$ cat config.mk
export PLATFORM = sky130hd
export DESIGN_NAME = obi_demux_1_to_n
export DESIGN_NICKNAME = d
export VERILOG_FILES = /design/src/rtl/obi_demux_1_to_n.sv
export SDC_FILE = /design/constraint.sdc
export NUM_CORES = 1
export LEC_CHECK = 0
export CORE_AREA = 2 2 207 209
export DETAILED_ROUTE_END_ITERATION = 10
export DIE_AREA = 0 0 209 211
export PLACE_DENSITY_LB_ADDON = 0.3
export SETUP_SLACK_MARGIN = 0.1
export SYNTH_ARGS = -nofsm -noshare
export SYNTH_HDL_FRONTEND = slang
export SYNTH_SLANG_ARGS = --single-unit
$ cat constraint.sdc
create_clock -name clk_i -period 5.2 [get_ports clk_i]
set_input_delay 1.3 -clock clk_i [delete_from_list [all_inputs] [get_ports clk_i]]
set_output_delay 1.3 -clock clk_i [all_outputs]
set_load 0.005 [all_outputs]
$ cat src/rtl/obi_demux_1_to_n.sv
// obi_demux_1_to_n
// One OBI manager fanned out to NUM_PORTS subordinates by address range.
// Request fields are broadcast to every port, and only the decoded port sees
// req. Responses return in order through a small FIFO of target ids. New
// requests stall while the FIFO is full or while the new target differs from
// the one still in flight. Addresses outside every range get a local
// 32'hDEADBEEF response one cycle after acceptance.
//
// Optional feature macro: OBI_DEMUX_ERR_RESP_EN
//   defined   -> responses to unmapped accesses also assert ctrl_err_o
//   undefined -> ctrl_err_o is tied low
module obi_demux_1_to_n #(
  parameter int unsigned NUM_PORTS       = 4,
  parameter int unsigned MAX_OUTSTANDING = 2,
  parameter logic [NUM_PORTS*32-1:0] PORT_BASE_ADDRS =
    {32'h80000000, 32'h00003000, 32'h00002000, 32'h00001000},
  parameter logic [NUM_PORTS*32-1:0] PORT_END_ADDRS =
    {32'h8000ffff, 32'h00003fff, 32'h00002fff, 32'h00001fff}
) (
  input  logic                    clk_i,
  input  logic                    rst_ni,

  input  logic                    ctrl_req_i,
  output logic                    ctrl_gnt_o,
  input  logic [31:0]             ctrl_addr_i,
  input  logic                    ctrl_we_i,
  input  logic [3:0]              ctrl_be_i,
  input  logic [31:0]             ctrl_wdata_i,
  output logic                    ctrl_rvalid_o,
  output logic [31:0]             ctrl_rdata_o,
  output logic                    ctrl_err_o,

  output logic [NUM_PORTS-1:0]    port_req_o,
  input  logic [NUM_PORTS-1:0]    port_gnt_i,
  output logic [NUM_PORTS*32-1:0] port_addr_o,
  output logic [NUM_PORTS-1:0]    port_we_o,
  output logic [NUM_PORTS*4-1:0]  port_be_o,
  output logic [NUM_PORTS*32-1:0] port_wdata_o,
  input  logic [NUM_PORTS-1:0]    port_rvalid_i,
  input  logic [NUM_PORTS*32-1:0] port_rdata_i,

  output logic                    bad_state_o,
  output logic                    spurious_rsp_o
);

  // Target ids 0..NUM_PORTS-1 are real ports; NUM_PORTS marks "unmapped".
  localparam int unsigned ID_W  = $clog2(NUM_PORTS + 1);
  localparam int unsigned PTR_W = (MAX_OUTSTANDING > 1) ? $clog2(MAX_OUTSTANDING) : 1;
  localparam int unsigned CNT_W = $clog2(MAX_OUTSTANDING + 1);

  localparam logic [ID_W-1:0]  UNMAPPED_ID = ID_W'(NUM_PORTS);
  localparam logic [CNT_W-1:0] MAX_CNT     = CNT_W'(MAX_OUTSTANDING);
  localparam logic [31:0]      UNMAPPED_RDATA = 32'hDEADBEEF;

  logic [ID_W-1:0]  sel;
  logic             mapped;
  logic             stall;
  logic             gnt_raw;
  logic             accept;
  logic             pop;
  logic             spurious_hit;

  logic [ID_W-1:0]  fifo [MAX_OUTSTANDING];
  logic [PTR_W-1:0] wr_ptr;
  logic [PTR_W-1:0] rd_ptr;
  logic [CNT_W-1:0] count;
  logic [ID_W-1:0]  head;
  logic [ID_W-1:0]  last_id;
  logic             err_pending;

  function automatic logic [PTR_W-1:0] ptr_inc(input logic [PTR_W-1:0] p);
    if (p == PTR_W'(MAX_OUTSTANDING - 1)) return '0;
    return p + 1'b1;
  endfunction

  assign head = fifo[rd_ptr];

  // Address decode; walking downwards lets the lowest matching index win.
  always_comb begin
    sel    = UNMAPPED_ID;
    mapped = 1'b0;
    for (int i = NUM_PORTS - 1; i >= 0; i--) begin
      if ((ctrl_addr_i >= PORT_BASE_ADDRS[i*32 +: 32]) &&
          (ctrl_addr_i <= PORT_END_ADDRS[i*32 +: 32])) begin
        sel    = ID_W'(i);
        mapped = 1'b1;
      end
    end
  end

  // Hold off while full, or while in-flight responses belong to another
  // target, so responses can never return out of order.
  always_comb begin
    stall = (count == MAX_CNT) || ((count != '0) && (sel != last_id));
  end

  // Grant and per-port request; both are forced low while reset is applied.
  always_comb begin
    gnt_raw    = ~mapped;
    port_req_o = '0;
    for (int i = 0; i < NUM_PORTS; i++) begin
      if (sel == ID_W'(i)) begin
        gnt_raw       = port_gnt_i[i];
        port_req_o[i] = rst_ni & ctrl_req_i & ~stall;
      end
    end
    ctrl_gnt_o = rst_ni & ~stall & gnt_raw;
  end

  assign accept      = ctrl_req_i & ctrl_gnt_o;
  assign bad_state_o = ctrl_req_i & ~mapped;

  assign port_addr_o  = {NUM_PORTS{ctrl_addr_i}};
  assign port_we_o    = {NUM_PORTS{ctrl_we_i}};
  assign port_be_o    = {NUM_PORTS{ctrl_be_i}};
  assign port_wdata_o = {NUM_PORTS{ctrl_wdata_i}};

  // Response mux driven by the target id at the FIFO head.
  always_comb begin
    ctrl_rvalid_o = 1'b0;
    ctrl_rdata_o  = '0;
    ctrl_err_o    = 1'b0;
    if (count != '0) begin
      if (head == UNMAPPED_ID) begin
        if (err_pending) begin
          ctrl_rvalid_o = 1'b1;
          ctrl_rdata_o  = UNMAPPED_RDATA;
`ifdef OBI_DEMUX_ERR_RESP_EN
          ctrl_err_o    = 1'b1;
`endif
        end
      end else begin
        for (int i = 0; i < NUM_PORTS; i++) begin
          if (head == ID_W'(i)) begin
            ctrl_rvalid_o = port_rvalid_i[i];
            ctrl_rdata_o  = port_rdata_i[i*32 +: 32];
          end
        end
      end
    end
  end

  assign pop = ctrl_rvalid_o;

  // Any port response that does not belong to the FIFO head is dropped.
  always_comb begin
    spurious_hit = 1'b0;
    for (int i = 0; i < NUM_PORTS; i++) begin
      if (port_rvalid_i[i] && ((count == '0) || (head != ID_W'(i)))) begin
        spurious_hit = 1'b1;
      end
    end
  end

  // Target-id storage; contents are only meaningful below count, so no reset.
  always_ff @(posedge clk_i) begin
    if (accept) begin
      fifo[wr_ptr] <= sel;
    end
  end

  // FIFO pointers, occupancy, local-response flag and spurious pulse.
  always_ff @(posedge clk_i or negedge rst_ni) begin
    if (!rst_ni) begin
      wr_ptr         <= '0;
      rd_ptr         <= '0;
      count          <= '0;
      last_id        <= UNMAPPED_ID;
      err_pending    <= 1'b0;
      spurious_rsp_o <= 1'b0;
    end else begin
      if (accept) begin
        wr_ptr  <= ptr_inc(wr_ptr);
        last_id <= sel;
      end
      if (pop) begin
        rd_ptr <= ptr_inc(rd_ptr);
      end
      case ({accept, pop})
        2'b10:   count <= count + 1'b1;
        2'b01:   count <= count - 1'b1;
        default: count <= count;
      endcase
      err_pending    <= accept & ~mapped;
      spurious_rsp_o <= spurious_hit;
    end
  end

endmodule

==> results of run 1 <==
-- cells by family after synthesis --
logic type / after synthesis / share of synthesized area [%]
flip-flops: 15 / 9.822
multiplexers: 41 / 18.92
XOR/XNOR: 6 / 1.269
buffers and inverters: 299 / 52.49
AND/OR/NAND/NOR: 72 / 9.248
adder cells (fa/ha/maj): 1 / 0.3022
other: 1 / 0.09057
AO/OA/AOI/OAI: 51 / 7.858
-- cell type report --
cell class	instances	area, um^2
Multi-Input combinational cell	172	1615
Clock buffer	3	75.07
Clock inverter	1	5.005
Inverter	4	15.01
Timing Repair Buffer	315	3050
Fill cell	4739	35920
Tap cell	539	674.4
Sequential cell	15	406.6
-- timing repair --
action,CTS,global route
endpoints found under the setup margin,4,1
setup buffers,0,0
pin swaps,0,0
gates cloned,0,0
gates resized for setup,7,2
-- synth_stat cells, types with 2 or more instances --
cell      instances
mux4_2           29
nand2_1          27
buf_4           278
nor4_1            5
nand4b_1          2
inv_1             4
dfrtp_1           8
edfxtp_1          6
xor2_1            2
mux2i_1           6
nor4b_1           2
xnor2_1           4
and2_1            2
buf_2             6
mux2_1            4
nor2_1           14
a211oi_1          5
o22ai_1           3
o22a_1            3
a21oi_1          30
nor3_1            3
clkbuf_1         11
nor2b_1           7
-- routing by layer --
layer / part of all wire (%) / wire length, um
met4: 4.5 / 866
met2: 51 / 9797
met5: 0.54 / 103
met3: 15 / 2867
met1: 28 / 5410
-- worst min path at each step --
stage | from | end | slack (ps) | cells past startpoint
after floorplan | wr_ptr | wr_ptr | 470 | 1
after global placement | wr_ptr | wr_ptr | 490 | 1
after detailed placement | wr_ptr | wr_ptr | 490 | 1
after CTS | wr_ptr | wr_ptr | 500 | 1
after global routing | wr_ptr | wr_ptr | 530 | 1
final | wr_ptr | wr_ptr | 500 | 1
-- report_power, final --
part	leakage, nW	total (mW)	switching, mW	internal (mW)
sequential	0.158	0.193	0.0435	0.150
clock	0.0409	0.155	0.0517	0.103
combinational	1.77	1.18	0.509	0.672
total	1.97	1.53	0.604	0.925
-- stage by stage --
step	instances	util (%)	worst slack (ps)	power, mW
6_report	1049	13.99	241.9	1.529
5_1_grt	1049	13.99	155.9	1.651
4_1_cts	1049	14.00	106.9	1.579
3_5_place_dp	1045	13.80	-228.0	1.424
3_3_place_gp	1045	13.80	-188.6	1.425
2_1_floorplan	486	-	890.0	0.8783
-- flip-flops by register name, indices dropped and copies added, names as in the netlist --
| signal | flops |
|---|---|
| fifo | 6 |
| last_id | 3 |
| count | 2 |
| err_pending | 1 |
| rd_ptr | 1 |
| spurious_rsp_o | 1 |
| wr_ptr | 1 |
==> results.py, run 1 <==
metrics = {
    "floorplan": {
        "die-area_um2": 44100,
        "num_rows": 75,
        "initial_core_util_pct": 9.915,
        "ioPinCount": 525,
        "core_um2": 41760,
        "die_w_um": 209,
        "die_h_um": 211,
    },
    "finish": {
        "syn_to_final_growth_pct": 41.10,
        "finalNetCount": 720,
        "fin_area_um2": 5842,
        "final_common_cell": "clkdlybuf4s50_1",
        "layout_common_cells": "clkdlybuf4s50_1, buf_4, a21oi_1",
        "antennaDiodeCount": 0,
        "drive_above_1_share_pct": 16.67,
    },
    "cts": {
        "clockBufferDepth": 2,
        "numCtsBuffers": 3,
        "cts_tree": "yes",
        "htree_levels": 1,
        "insertion_delay_ps": 250,
        "clkSlewWorstSetupHoldPaths_ps": 50,
        "ctsHoldBuffers": 0,
        "root_buffer": "clkbuf_16",
        "clock-sinks": 15,
    },
    "synth": {
        "synthTopCellsByArea": "buf_4, mux4_2, dfrtp_1",
        "ys_seq_area_share_pct": 9.822,
        "post-synth-top-area-cell": "buf_4",
        "synth_edf_count": 6,
        "async_flop_share_pct": 60.00,
        "ys.flop_type": "dfrtp_1",
        "ys_ff_latch": 15,
        "synth_nets": 695,
        "synth_top_area_share_pct": 50.41,
        "synth_cells": 486,
        "ys_types": 48,
        "yosysWarnings": 0,
        "syn_area_um2": 4140,
        "avgSynthCellArea_um2": 8.519,
    },
    "sta": {
        "fin_tns_setup_ps": 0,
        "fin_crit_sh_pct": 95.35,
        "hold_viol": 0,
        "setup_viol": 0,
        "skew_ps": 1.109,
        "worstMarginPinSlew_ps": 525.0,
        "rsz0062_at_grt": "false",
        "maxClockFrequency_ghz": 0.2017,
        "max-slew-margin-rel_pct": 65.00,
        "holdWs_ps": 498.4,
        "slew_violations": 0,
        "fin_crit_ps": 4958,
    },
    "grt": {
        "antenna_found_initial": 6,
        "grt_busiest_layer": "met2",
        "gr-usage-all-layers_pct": 8.054,
        "grt_pass1_vias": 3600,
        "grtUsageMet3_pct": 4.951,
        "met2_usage_pct": 15.02,
        "grt_start_max_net_pins": 31,
        "grt_pass1_wl_mm": 25.39,
        "grt_overflow": 0,
        "met1_usage_pct": 6.516,
    },
    "worst_setup_path": {
        "worstPathRequired_ps": 3900,
        "slowest_delay_ps": 470,
        "ff2ff_path_depth": 8,
        "arrival_ps": 3660,
        "cp_num_cells": 8,
        "critPathLaunchType": "input pin",
        "cp-startpoint": "ctrl_addr_i[13]",
        "cp_num_buf_inv": 2,
        "path_class": "input pin to output pin",
        "crit_end": "port_req_o[0]",
        "critPathSlowestCell": "clkdlybuf4s50_1",
        "r2r_start": "rd_ptr",
        "ff2ff_setup_slack_ps": 2170,
        "end_kind": "output pin",
        "path_cells": "clkdlybuf4s50_1, or3b_4, a211oi_2, o41ai_1, or4_1, or3_4, nor4b_2, clkbuf_2",
        "cp_max_fo": 3,
        "cp_top_family": "simple AND/OR/NAND/NOR gates",
        "r2r-end": "count[1]",
    },
    "detailed_routing": {
        "ant_nets": 0,
        "first_pass_iters": 4,
        "drt_wl_total_mm": 19.05,
        "drc": 0,
        "drt_iter0_markers": 86,
        "wl_per_cell_um": 18.16,
        "num_vias": 3238,
        "routed_via_density": 3.087,
    },
    "place": {
        "gp_congestion": 0.6773,
        "io_buffer_count": 278,
        "place_area_um2": 5764,
        "hpwl_mm": 16.20,
    },
    "power_and_ir_drop": {
        "p_leak_nw": 1.969,
        "ir_drop_v": 0.0001161,
        "powerDensity_nw_per_um2": 261.7,
    },
    "outcome": {
        "run_status": "finished clean",
    },
    "job": {
        "cap_violations": 0,
    },
    "worst_hold_path": {
        "hp-class": "flip-flop to flip-flop",
    },
}
(Power assumes the default switching activity.)
==> run 2, diff against run 1 <==
--- a/config.mk
+++ b/config.mk
@@ -5,9 +5,10 @@
 export SDC_FILE = /design/constraint.sdc
 export NUM_CORES = 1
 export LEC_CHECK = 0
-export CORE_AREA = 2 2 207 209
+export CORE_AREA = 2 2 202 204
+export CTS_BUF_LIST = sky130_fd_sc_hd__clkbuf_4
 export DETAILED_ROUTE_END_ITERATION = 10
-export DIE_AREA = 0 0 209 211
+export DIE_AREA = 0 0 204 206
 export PLACE_DENSITY_LB_ADDON = 0.3
 export SETUP_SLACK_MARGIN = 0.1
 export SYNTH_ARGS = -nofsm -noshare
==> constraint.sdc (replaced) <==
create_clock -name clk_i -period 4 [get_ports clk_i]
set_input_delay 1 -clock clk_i [delete_from_list [all_inputs] [get_ports clk_i]]
set_output_delay 1 -clock clk_i [all_outputs]
set_load 0.005 [all_outputs]
==> run 2 against run 1 <==
The run now ends with setup timing left; via count grew 3.6%; die area decreased by 4.7%; cell area is 3.8% higher; clock power fell by 40%; worst setup slack lost 270 ps; clock skew rose by 8.3 ps; non-clock buffer count increased by 21; critical endpoint unchanged.
==> results.py, run 2 (synthesis results as in run 1) <==
metrics = {
    "outcome": {
        "run_status": "finished with violations",
        "violations": "setup timing",
    },
    "grt": {
        "met2_usage_pct": 15.28,
        "grtUsageMet3_pct": 3.910,
        "gr-usage-all-layers_pct": 8.108,
        "met1_usage_pct": 7.697,
        "grt_start_max_net_pins": 20,
        "antenna_found_initial": 5,
        "grt_pass1_wl_mm": 24.48,
        "grt_busiest_layer": "met2",
        "grt_overflow": 0,
        "grt_pass1_vias": 3522,
    },
    "cts": {
        "clockBufferDepth": 2,
        "clock-sinks": 15,
        "clkSlewWorstSetupHoldPaths_ps": 80,
        "numCtsBuffers": 3,
        "root_buffer": "clkbuf_4",
        "cts_tree": "yes",
        "ctsHoldBuffers": 0,
        "insertion_delay_ps": 280,
        "htree_levels": 1,
    },
    "detailed_routing": {
        "drt_wl_total_mm": 18.56,
        "num_vias": 3355,
        "first_pass_iters": 4,
        "drc": 0,
        "wl_per_cell_um": 17.44,
        "ant_nets": 0,
        "routed_via_density": 3.153,
        "drt_iter0_markers": 87,
    },
    "finish": {
        "drive_above_1_share_pct": 24.29,
        "layout_common_cells": "clkdlybuf4s50_1, buf_4, a21oi_1",
        "fin_util_pct": 15.09,
        "largest_register_ffs": 6,
        "regMostFlops": "fifo",
        "largestRegisters": "fifo (6), last_id (3), count (2)",
        "finalNetCount": 741,
        "final_common_cell": "clkdlybuf4s50_1",
        "syn_to_final_growth_pct": 46.48,
    },
    "sta": {
        "setup_ws_ps": -24.08,
        "fin_crit_ps": 4024,
        "max-slew-margin-rel_pct": 30.69,
        "fin_crit_sh_pct": 100.6,
        "hold_viol": 0,
        "slew_violations": 0,
        "skew_ps": 9.379,
        "maxClockFrequency_ghz": 0.2485,
        "setup_viol": 1,
        "rsz0062_at_grt": "true",
        "worstMarginPinSlew_ps": 1033,
    },
    "worst_setup_path": {
        "end_kind": "output pin",
        "path_class": "input pin to output pin",
        "critPathLaunchType": "input pin",
        "worstPathRequired_ps": 3000,
        "arrival_ps": 3020,
        "cp_max_fo": 3,
        "ff2ff_setup_slack_ps": 1310,
    },
    "place": {
        "io_buffer_count": 278,
        "dp_slack_ps": -985.0,
        "hpwl_mm": 15.74,
        "gp_congestion": 0.6689,
    },
    "power_and_ir_drop": {
        "p_leak_nw": 2.118,
        "powerDensity_nw_per_um2": 326.9,
        "ir_drop_v": 0.0001389,
        "p_total_mw": 1.982,
    },
    "floorplan": {
        "ioPinCount": 525,
        "die_w_um": 204,
        "die-area_um2": 42020,
        "initial_core_util_pct": 10.30,
        "core_um2": 40180,
        "die_h_um": 206,
        "num_rows": 74,
    },
    "worst_hold_path": {
        "hp-class": "flip-flop to flip-flop",
    },
    "job": {
        "cap_violations": 0,
    },
}
-- run 2: power by group --
group	internal (mW)	switching, mW	leakage (nW)
Combinational	0.951	0.701	1.94
Clock	0.0454	0.0469	0.0184
Sequential	0.196	0.0420	0.157
-- run 2: cell type report --
type,instances,area (um^2)
Antenna cell,1,2.502
Clock buffer,4,30.03
Sequential cell,15,407.9
Multi-Input combinational cell,172,1720
Timing Repair Buffer,336,3223
Inverter,4,15.01
Tap cell,532,665.6
Fill cell,4548,34120
-- run 2: timing repair --
action	in CTS	in global routing
hold endpoints to repair	0	0
gates resized for setup	77	12
endpoints found under the setup margin	23	6
buffers inserted	4	6
pin swaps	13	11
-- run 2: per-layer routing --
layer  vias to the layer above  wire [um]  part of all wire (%)
li1                       1468          -                     -
met1                      1516       5884                    32
met2                       310       9710                    52
met3                        59       2454                    13
met4                         2        494                   2.7
met5                         -         13                 0.070
-- run 2: through the flow --
| stage | hold slack [ps] | cell area [um^2] | cells | TNS [ps] |
|---|---|---|---|---|
| 2_1_floorplan | 467.7 | 4140 | 486 | 0 |
| 3_3_place_gp | 481.9 | 5863 | 1049 | -4003 |
| 3_5_place_dp | 488.4 | 5863 | 1049 | -3965 |
| 4_1_cts | 501.6 | 5967 | 1057 | -260.7 |
| 5_1_grt | 546.3 | 6065 | 1064 | -371.5 |
| 6_report | 497.7 | 6065 | 1064 | -24.08 |
-- run 2: final timing paths --
| kind | depth (start not counted) | startpoint | to |
|---|---|---|---|
| worst max-delay path | 7 | ctrl_addr_i[22] | port_req_o[0] |
| worst min-delay path | 1 | wr_ptr | wr_ptr |
| worst max register to register | 11 | rd_ptr | count[1] |
| worst min register to register | 1 | wr_ptr | wr_ptr |
| max in group asynchronous | 2 | rst_ni | last_id[2] |
| min in group asynchronous | 2 | rst_ni | spurious_rsp_o |
-- run 2: worst max-delay path, stage by stage --
cell and delay, ps:
dlygate4sd2_1 260, nor4_2 290, nand4_1 180, or4_1 490, or3_4 380, nor4b_4 270
buf_2 160
